File: src/rtl/ram_arbiter.sv
// Two-requester arbiter in front of a single-port synchronous RAM.
// Ties alternate between requesters; a lock keeps ownership for atomic read-modify-write.
module ram_arbiter #(
  parameter int ADDR_W   = 16,
  parameter int DATA_W   = 8,
  parameter int LOCK_MAX = 15
) (
  input  logic              clk,
  input  logic              rst_n,
  input  logic              req0,
  input  logic              req1,
  input  logic              we0,
  input  logic              we1,
  input  logic              lock0,
  input  logic              lock1,
  input  logic [ADDR_W-1:0] addr0,
  input  logic [ADDR_W-1:0] addr1,
  input  logic [DATA_W-1:0] wdata0,
  input  logic [DATA_W-1:0] wdata1,
  output logic              gnt0,
  output logic              gnt1,
  output logic              rvalid0,
  output logic              rvalid1,
  output logic [DATA_W-1:0] rdata,
  output logic [ADDR_W-1:0] ram_addr,
  output logic [DATA_W-1:0] ram_datain,
  output logic              ram_we,
  input  logic [DATA_W-1:0] ram_dataout
);

  typedef enum logic [1:0] {
    IDLE = 2'd0,
    OWN0 = 2'd1,
    OWN1 = 2'd2
  } state_t;

  // Widened so the comparison against the incremented count cannot wrap.
  localparam logic [4:0] LOCK_LIMIT = 5'(LOCK_MAX);

  state_t              state_r;
  state_t              state_next_s;
  logic                last_r;
  logic                last_next_s;
  logic [3:0]          idle_cnt_r;
  logic [3:0]          idle_cnt_next_s;
  logic [4:0]          idle_inc_s;
  logic                rvalid0_r;
  logic                rvalid1_r;
  logic                gnt0_s;
  logic                gnt1_s;
  logic [ADDR_W-1:0]   ram_addr_s;
  logic [DATA_W-1:0]   ram_datain_s;
  logic                ram_we_s;

  assign idle_inc_s = {1'b0, idle_cnt_r} + 5'd1;

  // Grant decode: owner-only while locked, otherwise alternate on ties.
  always_comb begin
    gnt0_s = 1'b0;
    gnt1_s = 1'b0;
    if (!rst_n) begin
      gnt0_s = 1'b0;
      gnt1_s = 1'b0;
    end else begin
      case (state_r)
        IDLE: begin
          if (req0 && req1) begin
            if (last_r) begin
              gnt0_s = 1'b1;
            end else begin
              gnt1_s = 1'b1;
            end
          end else begin
            gnt0_s = req0;
            gnt1_s = req1;
          end
        end
        OWN0:    gnt0_s = req0;
        OWN1:    gnt1_s = req1;
        default: begin
          gnt0_s = 1'b0;
          gnt1_s = 1'b0;
        end
      endcase
    end
  end

  // Next-state, tie-break history and lock idle counter.
  always_comb begin
    state_next_s    = state_r;
    last_next_s     = last_r;
    idle_cnt_next_s = idle_cnt_r;
    if (gnt0_s) begin
      last_next_s     = 1'b0;
      idle_cnt_next_s = 4'd0;
      if (lock0) begin
        state_next_s = OWN0;
      end else begin
        state_next_s = IDLE;
      end
    end else if (gnt1_s) begin
      last_next_s     = 1'b1;
      idle_cnt_next_s = 4'd0;
      if (lock1) begin
        state_next_s = OWN1;
      end else begin
        state_next_s = IDLE;
      end
    end else begin
      // No grant while owning means the owner is idle this cycle.
      case (state_r)
        IDLE: idle_cnt_next_s = 4'd0;
        OWN0: begin
          if (!lock0 || (idle_inc_s >= LOCK_LIMIT)) begin
            state_next_s    = IDLE;
            idle_cnt_next_s = 4'd0;
          end else begin
            idle_cnt_next_s = idle_inc_s[3:0];
          end
        end
        OWN1: begin
          if (!lock1 || (idle_inc_s >= LOCK_LIMIT)) begin
            state_next_s    = IDLE;
            idle_cnt_next_s = 4'd0;
          end else begin
            idle_cnt_next_s = idle_inc_s[3:0];
          end
        end
        default: begin
          state_next_s    = IDLE;
          idle_cnt_next_s = 4'd0;
        end
      endcase
    end
  end

  // State registers and read-valid pipeline aligned with the RAM read latency.
  always_ff @(posedge clk or negedge rst_n) begin
    if (!rst_n) begin
      state_r    <= IDLE;
      last_r     <= 1'b1;
      idle_cnt_r <= 4'd0;
      rvalid0_r  <= 1'b0;
      rvalid1_r  <= 1'b0;
    end else begin
      state_r    <= state_next_s;
      last_r     <= last_next_s;
      idle_cnt_r <= idle_cnt_next_s;
      rvalid0_r  <= gnt0_s & ~we0;
      rvalid1_r  <= gnt1_s & ~we1;
    end
  end

  // RAM port steering from the granted requester; quiet bus when nobody is granted.
  always_comb begin
    ram_addr_s   = {ADDR_W{1'b0}};
    ram_datain_s = {DATA_W{1'b0}};
    ram_we_s     = 1'b0;
    if (gnt0_s) begin
      ram_addr_s   = addr0;
      ram_datain_s = wdata0;
      ram_we_s     = we0;
    end else if (gnt1_s) begin
      ram_addr_s   = addr1;
      ram_datain_s = wdata1;
      ram_we_s     = we1;
    end else begin
      ram_addr_s   = {ADDR_W{1'b0}};
      ram_datain_s = {DATA_W{1'b0}};
      ram_we_s     = 1'b0;
    end
  end

  assign gnt0       = gnt0_s;
  assign gnt1       = gnt1_s;
  assign rvalid0    = rvalid0_r;
  assign rvalid1    = rvalid1_r;
  assign rdata      = ram_dataout;
  assign ram_addr   = ram_addr_s;
  assign ram_datain = ram_datain_s;
  assign ram_we     = ram_we_s;

endmodule

File: config.mk
export PLATFORM = sky130hd
export DESIGN_NAME = ram_arbiter
export DESIGN_NICKNAME = d
export VERILOG_FILES = /design/src/rtl/ram_arbiter.sv
export SDC_FILE = /design/constraint.sdc
export NUM_CORES = 1
export LEC_CHECK = 0
export ABC_CLOCK_PERIOD_IN_PS = 2000
export BUFFER_PORTS_ARGS = -buffer_cell sky130_fd_sc_hd__buf_2
export CAP_MARGIN = 30
export CORE_ASPECT_RATIO = 1.4
export CORE_UTILIZATION = 33
export DETAILED_ROUTE_END_ITERATION = 8
export GPL_ROUTABILITY_DRIVEN = 0
export MAX_ROUTING_LAYER = met4
export PLACE_DENSITY = 0.8
export SYNTH_ARGS = -nofsm -noshare
export SYNTH_HDL_FRONTEND = slang
export SYNTH_SLANG_ARGS = --single-unit
export TNS_END_PERCENT = 5
File: constraint.sdc
create_clock -name clk -period 2 [get_ports clk]
set_clock_uncertainty 0.1 [all_clocks]
set_input_delay 0.2 -clock clk [delete_from_list [all_inputs] [get_ports clk]]
set_output_delay 0.2 -clock clk [all_outputs]
set_load 0.1 [all_outputs]
Yosys cells after proc, flatten, opt, wreduce, memory -nomap -nowiden
Index checks and enable logic that the tools add are counted.
{"block": "op_classes", "n_reduce_logical": 8, "n_addsub": 1, "n_bitwise": 4, "order_cmp": 1, "mux": 28, "n_eq_ne": 5}
{"cell": "16-bit two-way mux", "count": 2}
{"cell": "4-bit two-way mux", "count": 4}
{"cell": "8-bit two-way mux", "count": 2}
{"cell": "1-bit two-way mux", "count": 11}
{"cell": "2-bit two-way mux", "count": 5}
{"cell": "4-bit != test (second input constant)", "count": 2}
{"cell": "4-bit one-hot mux with 2 select lines", "count": 1}
{"cell": "2-bit one-hot mux with 3 select lines", "count": 1}
{"cell": "4-bit by 1-bit adder with 5-bit output (second input constant)", "count": 1}
{"cell": "5-bit by 4-bit greater-or-equal comparator with 1-bit output (second input constant)", "count": 1}
{"cell": "1-bit one-hot mux with 2 select lines", "count": 2}
{"cell": "3-bit != test (second input constant)", "count": 1}
{"cell": "3-bit AND reduction", "count": 1}
{"cell": "1-bit bitwise AND", "count": 2}
{"cell": "2-bit by 1-bit == test with 1-bit output (second input constant)", "count": 1}
{"cell": "2-bit == test (second input constant)", "count": 1}
{"cell": "1-bit zero test", "count": 2}
{"cell": "2-bit zero test", "count": 1}
{"cell": "1-bit logical OR", "count": 2}
{"cell": "1-bit NOT", "count": 2}
{"cell": "2-bit nonzero test", "count": 1}
{"cell": "1-bit logical AND", "count": 1}
{"block": "word_totals", "register_bits": 9, "wordCells": 52, "out_inout_bits": 37, "input_bits": 64}

Logic depth before layout (Yosys ltp)
Gate-level depths: netlist of run 1.
{"block": "depth", "depth_word": 7, "mapped_depth": 7, "mapped_depth_nobuf": 7}

Worst setup path after synthesis of run 1
No wires, ideal clock.
{"block": "synth_timing", "path_type": "register to output", "from": "register state_r[0]", "to": "output port ram_addr[10]", "slack_ps": -507, "arrival_ps": 2207, "path_stages_with_launch": 7, "n_path_buf": 1, "t_required_ps": 1700, "path_cell_list": "dfrtp_1 inv_1 ha_1 a21oi_2 nor2_2 buf_4 a22o_1"}
{"block": "synth_via", "word_cells_on_any_way": 9, "classes_between": "eq/ne (2); mux (6); reduce/logical (1)"}
{"element": "start, declared", "line_no": "40", "rtl": "state_t state_r;"}
{"element": "start signal, assigned", "line_no": "146", "rtl": "state_r <= state_next_s;"}
{"element": "2-bit by 1-bit == test with 1-bit output or 2-bit zero test (tied branches)", "line_no": "65", "rtl": "case (state_r)"}
{"element": "1-bit one-hot mux with 2 select lines (*)", "line_no": "65"}
{"element": "1-bit two-way mux (*)", "line_no": "61", "rtl": "if (!rst_n) begin"}
{"element": "net gnt0", "line_no": "20", "rtl": "output logic gnt0,"}
{"element": "16-bit two-way mux (*)", "line_no": "159", "rtl": "if (gnt0_s) begin"}
{"element": "end, declared", "line_no": "25", "rtl": "output logic [ADDR_W-1:0] ram_addr,"}
Mark *: on every way through the listed nets, which the timed path passes. The rest lies on a longest branch.

Worst setup path after layout of run 1
{"block": "layout_timing", "from": "register state_r[0]", "to": "output port ram_datain[0]"}
{"block": "layout_via", "elab_chain_cells": 5, "word_cells_on_any_way": 9, "classes_between": "eq/ne (2); mux (6); reduce/logical (1)"}
{"element": "2-bit == test or 2-bit zero test (tied branches)", "line_no": "65"}
{"element": "1-bit one-hot mux with 2 select lines", "line_no": "65"}
{"element": "1-bit two-way mux", "line_no": "61"}
{"element": "8-bit two-way mux", "line_no": "163", "rtl": "end else if (gnt1_s) begin"}
{"element": "8-bit two-way mux (*)", "line_no": "159"}
{"element": "end, declared", "line_no": "26", "rtl": "output logic [DATA_W-1:0] ram_datain,"}
Every way passes the cells marked *; elsewhere a longest branch is shown, timed or not.

==> impl_metrics.py, run 1 <==
metrics = {
    "grt": {
        "grt_pass1_vias": 1310,
        "grt_pass1_wl_um": 6962,
        "grt_max_degree": 25,
        "antenna_found_initial": 0,
        "grt_util_all_layers": 0.3610,
        "grt_overflow_total": 0,
    },
    "die": {
        "initial_core_util": 0.3551,
        "coreArea_um2": 2417,
        "dieArea_um2": 2812,
        "dieHeight_um": 62.35,
        "fp-row-count": 21,
        "die_w_um": 45.10,
        "ios": 101,
    },
    "synthesis": {
        "syn_inst": 87,
        "synth_nets": 156,
        "postSynthAreaPerCell_um2": 9.866,
        "ys_seq_elements": 9,
        "yosys_warnings": 0,
        "syn-cell-area_um2": 858.3,
        "synth_top_flop_cell": "dfrtp_1",
        "synth_edf_count": 0,
        "ys_seq_area_frac": 0.2638,
        "synth.distinct_cells": 30,
        "synthArstFlopShare": 1.000,
    },
    "timing": {
        "finalMaxSlewViolations": 0,
        "finalSetupViolations": 27,
        "fin_ws_ps": -437.1,
        "period_needed_ps": 2437,
        "worst_pin_slew_ps": 501.7,
        "rsz0062_at_grt": "true",
        "hold_violations": 0,
        "period_share": 1.219,
        "max_slew_margin": 0.6620,
        "fmax_ghz": 0.4103,
    },
    "route": {
        "first_iter_violations": 23,
        "routed_wl_um": 4907,
        "drtPass1Iterations": 4,
        "viasPerCell": 5.597,
        "antenna_left": 0,
        "wl_per_cell_um": 22.72,
        "via_count": 1209,
        "drc": 0,
    },
    "setup_path": {
        "critPathRequiredTime_ps": 1700,
        "path_max_fanout": 6,
        "path_class": "reg2out",
        "cp-start-kind": "register",
        "arrival_ps": 2140,
        "worst-r2r-cell-count": 9,
        "cp-end-kind": "output pin",
    },
    "power": {
        "vdd_drop_max_mv": 1.033,
        "p_per_area_nw_per_um2": 1596,
        "leakagePower_nw": 1.060,
        "total_power_mw": 3.361,
    },
    "clock_network": {
        "clkLatencyLatePin_ps": 270,
        "clockBufferDepth": 2,
        "cts_tree": "yes",
        "cts_buffers": 3,
        "root_buffer": "clkbuf_4",
        "clock_sinks": 9,
        "cts.reportedPaths.clkPinSlew_ps": 70,
        "ctsHtreeMaxLevel": 1,
    },
    "cells_and_area": {
        "drive_above_1_share": 0.7912,
        "final_common_cell": "buf_2",
        "nets": 252,
        "final_util": 0.8711,
        "final_cells": 216,
        "diodes": 0,
        "area_growth_pct": 145.3,
        "postLayoutCellArea_um2": 2106,
        "final_cell_mix": "buf_2 (57), buf_12 (29), a22o_4 (24)",
    },
    "hold_path": {
        "hp-class": "in2reg",
        "hold_depth": 2,
    },
    "outcome": {
        "violations": "negative setup slack",
        "status": "complete, but fails checks",
    },
    "job": {
        "maxCapViolations": 0,
    },
    "placed_design": {
        "place_inst": 204,
        "port-buffer-count": 84,
        "dpl_cell_area_um2": 1750,
        "place_hpwl_um": 2824,
    },
}
-- final cells by class --
class / instances / area [um2]
Inverter: 4 / 17.52
Timing Repair Buffer: 103 / 1051
Fill cell: 120 / 311.5
Clock inverter: 1 / 5.005
Tap cell: 34 / 42.54
Multi-Input combinational cell: 62 / 740.7
Clock buffer: 3 / 22.52
Sequential cell: 9 / 226.5
-- Yosys cell counts, drive strengths merged (2+ instances only) --
library cell,instances,area share
nor3,5,0.029
buf,12,0.11
ha,5,0.073
inv,4,0.017
a22o,25,0.26
o21bai,2,0.017
dfrtp,8,0.23
a32o,2,0.023
o211ai,2,0.023
nor2,6,0.029
a21oi,3,0.035
-- through the flow --
step	TNS [ps]	hold slack (ps)	setup WS [ps]
floorplan	-4577	-195.6	-284.8
global placement	-7444	33.66	-305.0
detailed placement	-3067	37.58	-133.1
CTS	-9659	1.830	-399.0
global route	-11980	10.51	-488.0
finish	-10630	19.15	-437.1
-- metal layers --
metal  global-route usage  up-vias  share of wire
met5                    -        -              0
met4               0.1742        0          0.056
met3              0.08721       22          0.092
met2               0.6377       86           0.54
met1               0.3443      579           0.32
li1                     -      522              -
-- power by group --
group          internal (mW)  switching [mW]  total (mW)
clock                 0.0741          0.0723       0.146
sequential             0.226          0.0310       0.257
combinational           1.21            1.75        2.96
-- registers in the layout (all words and copies together) (netlist names) --
signal and count:
rvalid0 1, idle_cnt_r 4, state_r 2, rvalid1 1, last_r 1
-- cell families (layout without fill, tap and decap cells) --
family	Yosys count	count (layout)	share of synthesized area
AOI/OAI and AO/OA	39	39	0.4125
and+or+nand+nor	16	16	0.09912
buffers and inverters	16	111	0.1312
DFF	9	9	0.2639
adders and majority gates	5	5	0.07289
xor gates and xnor gates	2	2	0.02041
-- final timing paths --
check                                     endpoint               startpoint  slack [ps]
setup / recovery                     ram_datain[0]   state_r[0]$_DFFE_PN0P_        -440
hold / removal                   rvalid1$_DFF_PN0_                      we1          20
setup reg to reg            state_r[0]$_DFFE_PN0P_   state_r[0]$_DFFE_PN0P_          90
hold reg to reg            idle_cnt_r[0]$_DFF_PN0_  idle_cnt_r[0]$_DFF_PN0_         440
max in group asynchronous       last_r$_DFFE_PN1N_                    rst_n        1060
min in group asynchronous   state_r[0]$_DFFE_PN0P_                    rst_n         410
-- critical path: stages, from the launching register on --
cell and delay (ps):
dfrtp_1 390, inv_2 80, ha_4 170, buf_6 110, a21boi_2 140, o211ai_2 210
a21oi_4 60, buf_6 140, buf_16 140, a22o_4 240, buf_12 170
-- what timing repair did --
action | in CTS | in global routing
cloned | 2 | 0
gates resized for setup | 34 | 4
pin swaps | 4 | 3
buffers inserted | 5 | 0
endpoints found under the setup margin | 29 | 27
endpoints found under the hold margin | 9 | 0
hold buffers | 1 | 0
No activity file was read; power rests on OpenSTA's default activity.
==> run 2, diff against run 1 <==
- SETUP_SLACK_MARGIN: unset -> 0.1
==> run 2 against run 1 <==
Against the previous run:
- the flow still finishes with violations (negative setup slack)
- register-to-register slack lost 40 ps
- cell area shrank 2.4%
- global-route usage shrank 2.3 points
- utilization shrank 2.1 points
- highest routed layer unchanged
==> impl_metrics.py, run 2 (synthesis gave the netlist of run 1 again) <==
metrics = {
    "outcome": {
        "status": "complete, but fails checks",
        "violations": "negative setup slack",
    },
    "die": {
        "dieArea_um2": 2812,
        "die_w_um": 45.10,
        "coreArea_um2": 2417,
        "initial_core_util": 0.3551,
        "ios": 101,
        "fp-row-count": 21,
        "dieHeight_um": 62.35,
    },
    "clock_network": {
        "cts_tree": "yes",
        "clkLatencyLatePin_ps": 280,
        "cts.reportedPaths.clkPinSlew_ps": 70,
        "clock_sinks": 9,
        "clockBufferDepth": 2,
        "ctsHtreeMaxLevel": 1,
        "cts_buffers": 3,
        "root_buffer": "clkbuf_4",
    },
    "hold_path": {
        "min_from": "we0",
        "hold_depth": 2,
        "hp-class": "in2reg",
        "worst_hold_path.endpoint": "rvalid0$_DFF_PN0_",
    },
    "power": {
        "p_per_area_nw_per_um2": 1590,
        "total_power_mw": 3.267,
        "leakagePower_nw": 1.018,
        "vdd_drop_max_mv": 1.473,
    },
    "route": {
        "drc": 0,
        "routed_wl_um": 4595,
        "wl_per_cell_um": 21.88,
        "via_count": 1194,
        "drtPass1Iterations": 4,
        "first_iter_violations": 29,
        "viasPerCell": 5.686,
        "antenna_left": 0,
    },
    "cells_and_area": {
        "reg_top3": "idle_cnt_r x4, state_r x2",
        "final_util": 0.8499,
        "postLayoutCellArea_um2": 2054,
        "regMostFlops": "idle_cnt_r",
        "largest_reg_flops": 4,
        "area_growth_pct": 139.4,
        "nets": 246,
        "drive_above_1_share": 0.7955,
        "diodes": 0,
        "final_common_cell": "buf_2",
        "final_cell_mix": "buf_2 (57), buf_12 (28), a22o_4 (25)",
    },
    "timing": {
        "fmax_ghz": 0.4293,
        "finalSetupViolations": 27,
        "finalSetupTns_ps": -7978,
        "fin_ws_ps": -329.5,
        "worst_pin_slew_ps": 485.0,
        "hold_violations": 0,
        "max_slew_margin": 0.6789,
        "period_needed_ps": 2329,
        "finalMaxSlewViolations": 0,
        "period_share": 1.165,
        "rsz0062_at_grt": "true",
    },
    "setup_path": {
        "path_delay_family": "compound AO/OA/AOI/OAI gates",
        "arrival_ps": 2030,
        "cp_num_buf_inv": 3,
        "path_max_fanout": 6,
        "cp_slowest_stage_delay_ps": 420,
        "r2r_slack_ps": 50,
        "r2r_start": "state_r[0]$_DFFE_PN0P_",
        "r2r_end": "state_r[0]$_DFFE_PN0P_",
        "cp_slowest_cell": "dfrtp_1",
        "worst-r2r-cell-count": 9,
        "critPathRequiredTime_ps": 1700,
        "path_cells": "inv_2 > ha_1 > a21o_2 > a21oi_4 > buf_6 > a22o_4 > buf_12",
        "path_class": "reg2out",
        "cp-end-kind": "output pin",
        "cp-start-kind": "register",
    },
    "placed_design": {
        "dpl_cell_area_um2": 1773,
        "place_hpwl_um": 3114,
        "port-buffer-count": 84,
    },
    "grt": {
        "grt_max_degree": 29,
        "grt_pass1_vias": 1339,
        "grt_pass1_wl_um": 6534,
        "grt_util_all_layers": 0.3382,
        "grt_overflow_total": 0,
        "antenna_found_initial": 0,
    },
    "job": {
        "maxCapViolations": 0,
    },
}
[run 2: how the worst max path moves through the flow]
stage | from | end | depth (start not counted)
3_3_place_gp | state_r[0]$_DFFE_PN0P_ | ram_addr[3] | 8
6_report | state_r[1]$_DFFE_PN0P_ | ram_datain[3] | 7
3_5_place_dp | state_r[0]$_DFFE_PN0P_ | ram_datain[4] | 8
5_1_grt | state_r[0]$_DFFE_PN0P_ | ram_datain[3] | 8
2_1_floorplan | state_r[1]$_DFFE_PN0P_ | state_r[0]$_DFFE_PN0P_ | 7
4_1_cts | state_r[1]$_DFFE_PN0P_ | ram_addr[11] | 7
[run 2: through the flow]
| stage | hold WS, ps | std cells | setup slack, ps |
|---|---|---|---|
| final | 39.21 | 210 | -329.5 |
| after global routing | 34.24 | 210 | -364.3 |
| after CTS | 7.343 | 207 | -235.8 |
| after detailed placement | -21.64 | 199 | -22.92 |
| after global placement | -24.30 | 199 | 78.30 |
| after floorplan | -195.6 | 87 | -192.9 |
[run 2: power breakdown]
group | switching, mW | internal, mW | total (mW)
clock network | 0.0747 | 0.0772 | 0.152
logic | 1.71 | 1.13 | 2.84
registers | 0.0451 | 0.227 | 0.272
[run 2: layout make-up]
class                           count  area (um2)
Inverter                            4       18.77
Sequential cell                     9       226.5
Fill cell                         116       362.8
Clock buffer                        4       26.28
Multi-Input combinational cell     62       783.3
Timing Repair Buffer               97       957.2
Tap cell                           34       42.54
[run 2: repair_timing]
action | 4_1_cts | 5_1_grt
setup buffers | 2 | 3
cloned | 1 | 0
hold buffers | 1 | 0
resized for setup | 27 | 7
setup endpoints to repair | 27 | 34
hold endpoints to repair | 9 | 0
pin swaps | 3 | 4
[run 2: routing by layer]
metal,GRT usage,share of wire,vias up
met2,0.5851,0.55,90
met4,0.1591,0.050,0
met3,0.1279,0.079,21
li1,-,-,506
met5,-,0,-
met1,0.3081,0.32,577
[run 2: worst reg2reg max path: stages, from the launching register on]
cell and delay [ps]:
dfrtp_1 410, inv_2 80, buf_4 140, ha_2 200
o211ai_4 240, buf_4 150, buf_6 100, clkinvlp_4 130
a21oi_2 160, a32o_1 180
==> run 3, diff against run 2 <==
- CORE_ASPECT_RATIO: 1.4 -> 0.8
==> run 3 against run 2 <==
Against the previous run:
- the flow still finishes with violations (negative setup slack)
- critical path depth rose by 2
- clock power about the same
- worst hold slack improved by 54 ps
- global-route usage is 0.41 points higher
- sequential share of layout area is 0.14 points lower
- die area about the same
- first-iteration DRC count increased by 130%
- power grew 0.78%
- utilization fell by 0.49 points
- register-to-register slack hardly changed
==> impl_metrics.py, run 3 (synthesis gave the netlist of run 1 again) <==
metrics = {
    "outcome": {
        "status": "complete, but fails checks",
        "violations": "negative setup slack",
    },
    "cells_and_area": {
        "nets": 247,
        "reg_top3": "idle_cnt_r x4, state_r x2",
        "diodes": 0,
        "final_common_cell": "buf_2",
        "regMostFlops": "idle_cnt_r",
        "largest_reg_flops": 4,
        "postLayoutCellArea_um2": 2081,
        "area_growth_pct": 142.4,
        "drive_above_1_share": 0.7853,
        "final_cell_mix": "buf_2 (57), buf_12 (30), a22o_4 (25)",
        "final_util": 0.8450,
    },
    "grt": {
        "grt_pass1_wl_um": 6499,
        "top_usage_layer": "met2",
        "grt_overflow_total": 0,
        "grt_max_degree": 20,
        "grt_use_met1": 0.3656,
        "globalRouteMet3Util": 0.05676,
        "grt_util_all_layers": 0.3423,
        "antenna_found_initial": 0,
        "use_met2": 0.6250,
        "grt_pass1_vias": 1275,
    },
    "setup_path": {
        "cp_slowest_cell": "dfrtp_1",
        "arrival_ps": 2090,
        "critPathRequiredTime_ps": 1700,
        "path_common_cell": "buf_12",
        "cp-end-kind": "output pin",
        "cp-start-kind": "register",
        "worst-r2r-cell-count": 8,
        "r2r_start": "state_r[1]$_DFFE_PN0P_",
        "path_class": "reg2out",
        "critPathLaunch": "state_r[1]$_DFFE_PN0P_",
        "path_max_fanout": 7,
        "path_cells": "inv_2 > ha_4 > a21boi_2 > o211ai_2 > a21oi_4 > buf_6 > buf_12 > a22o_4 > buf_12",
        "cp_slowest_stage_delay_ps": 420,
    },
    "die": {
        "fp-row-count": 16,
        "coreArea_um2": 2462,
        "initial_core_util": 0.3486,
        "dieHeight_um": 47.62,
        "ios": 101,
        "dieArea_um2": 2810,
        "die_w_um": 59.02,
    },
    "placed_design": {
        "place_hpwl_um": 2801,
        "dpl_cell_area_um2": 1768,
        "port-buffer-count": 84,
    },
    "timing": {
        "period_needed_ps": 2390,
        "hold_violations": 0,
        "fmax_ghz": 0.4185,
        "finalMaxSlewViolations": 0,
        "rsz0062_at_grt": "true",
        "fin_ws_ps": -389.5,
        "worst_pin_slew_ps": 484.0,
        "finalSetupViolations": 26,
        "period_share": 1.195,
        "max_slew_margin": 0.6795,
        "finalSetupTns_ps": -8754,
    },
    "route": {
        "drc": 0,
        "antenna_left": 0,
        "viasPerCell": 5.784,
        "wl_per_cell_um": 22.04,
        "via_count": 1232,
        "first_iter_violations": 67,
        "routed_wl_um": 4695,
        "drtPass1Iterations": 4,
    },
    "hold_path": {
        "min_from": "lock0",
        "hp-class": "in2reg",
        "hold_depth": 2,
    },
    "power": {
        "vdd_drop_max_mv": 1.022,
        "leakagePower_nw": 1.019,
        "p_per_area_nw_per_um2": 1583,
        "total_power_mw": 3.293,
    },
    "clock_network": {
        "cts_buffers": 3,
        "clockBufferDepth": 2,
        "ctsHtreeMaxLevel": 1,
        "cts_tree": "yes",
        "root_buffer": "clkbuf_4",
        "clkLatencyLatePin_ps": 280,
        "cts.reportedPaths.clkPinSlew_ps": 70,
        "clock_sinks": 9,
    },
    "job": {
        "maxCapViolations": 0,
    },
}
run 3: per-layer routing:
layer  up-vias  wire [um]
li1        517          -
met1       587       1534
met2       101       2524
met3        27        430
met4         0        205
met5         -          0
run 3: cell type report:
cell class | instances | area [um2]
fillers | 121 | 381.6
clock buffers | 3 | 22.52
inverters | 4 | 18.77
clock inverters | 1 | 5.005
repair buffers | 98 | 999.7
flip-flops and latches | 9 | 226.5
multi-input cells | 62 | 763.2
well taps | 36 | 45.04
run 3: final timing paths:
path / to / slack (ps)
worst max-delay path: ram_addr[1] / -390
worst min-delay path: state_r[0]$_DFFE_PN0P_ / 90
worst max register to register: state_r[0]$_DFFE_PN0P_ / 50
worst min register to register: last_r$_DFFE_PN1N_ / 450
max in group asynchronous: last_r$_DFFE_PN1N_ / 1120
min in group asynchronous: rvalid0$_DFF_PN0_ / 260
run 3: worst max-delay path: cells and delay by family (launching register included):
kind / cells / cell delay, ps
compound gates: 4 / 680
fa+ha+maj: 1 / 160
buf+inv: 4 / 560
flops: 1 / 420
run 3: where the power goes:
group,internal (mW),leakage [nW],switching (mW)
Sequential,0.227,0.120,0.0432
Combinational,1.14,0.881,1.73
Clock,0.0743,0.0177,0.0790
run 3: through the flow:
stage	hold WS, ps	setup WS [ps]	cells
floorplan	-195.6	-192.9	87
global placement	-77.02	66.79	200
detailed placement	-76.24	-42.33	200
CTS	66.57	-308.2	214
global route	88.73	-456.7	213
finish	93.52	-389.5	213
run 3: what timing repair did:
action                                  in CTS  in global routing
hold buffers                                 3                  0
endpoints found under the hold margin       10                  0
gates resized for setup                     22                  9
endpoints found under the setup margin      28                 33
pin swaps                                    3                  7
buffers inserted                             5                  0
cloned                                       2                  0
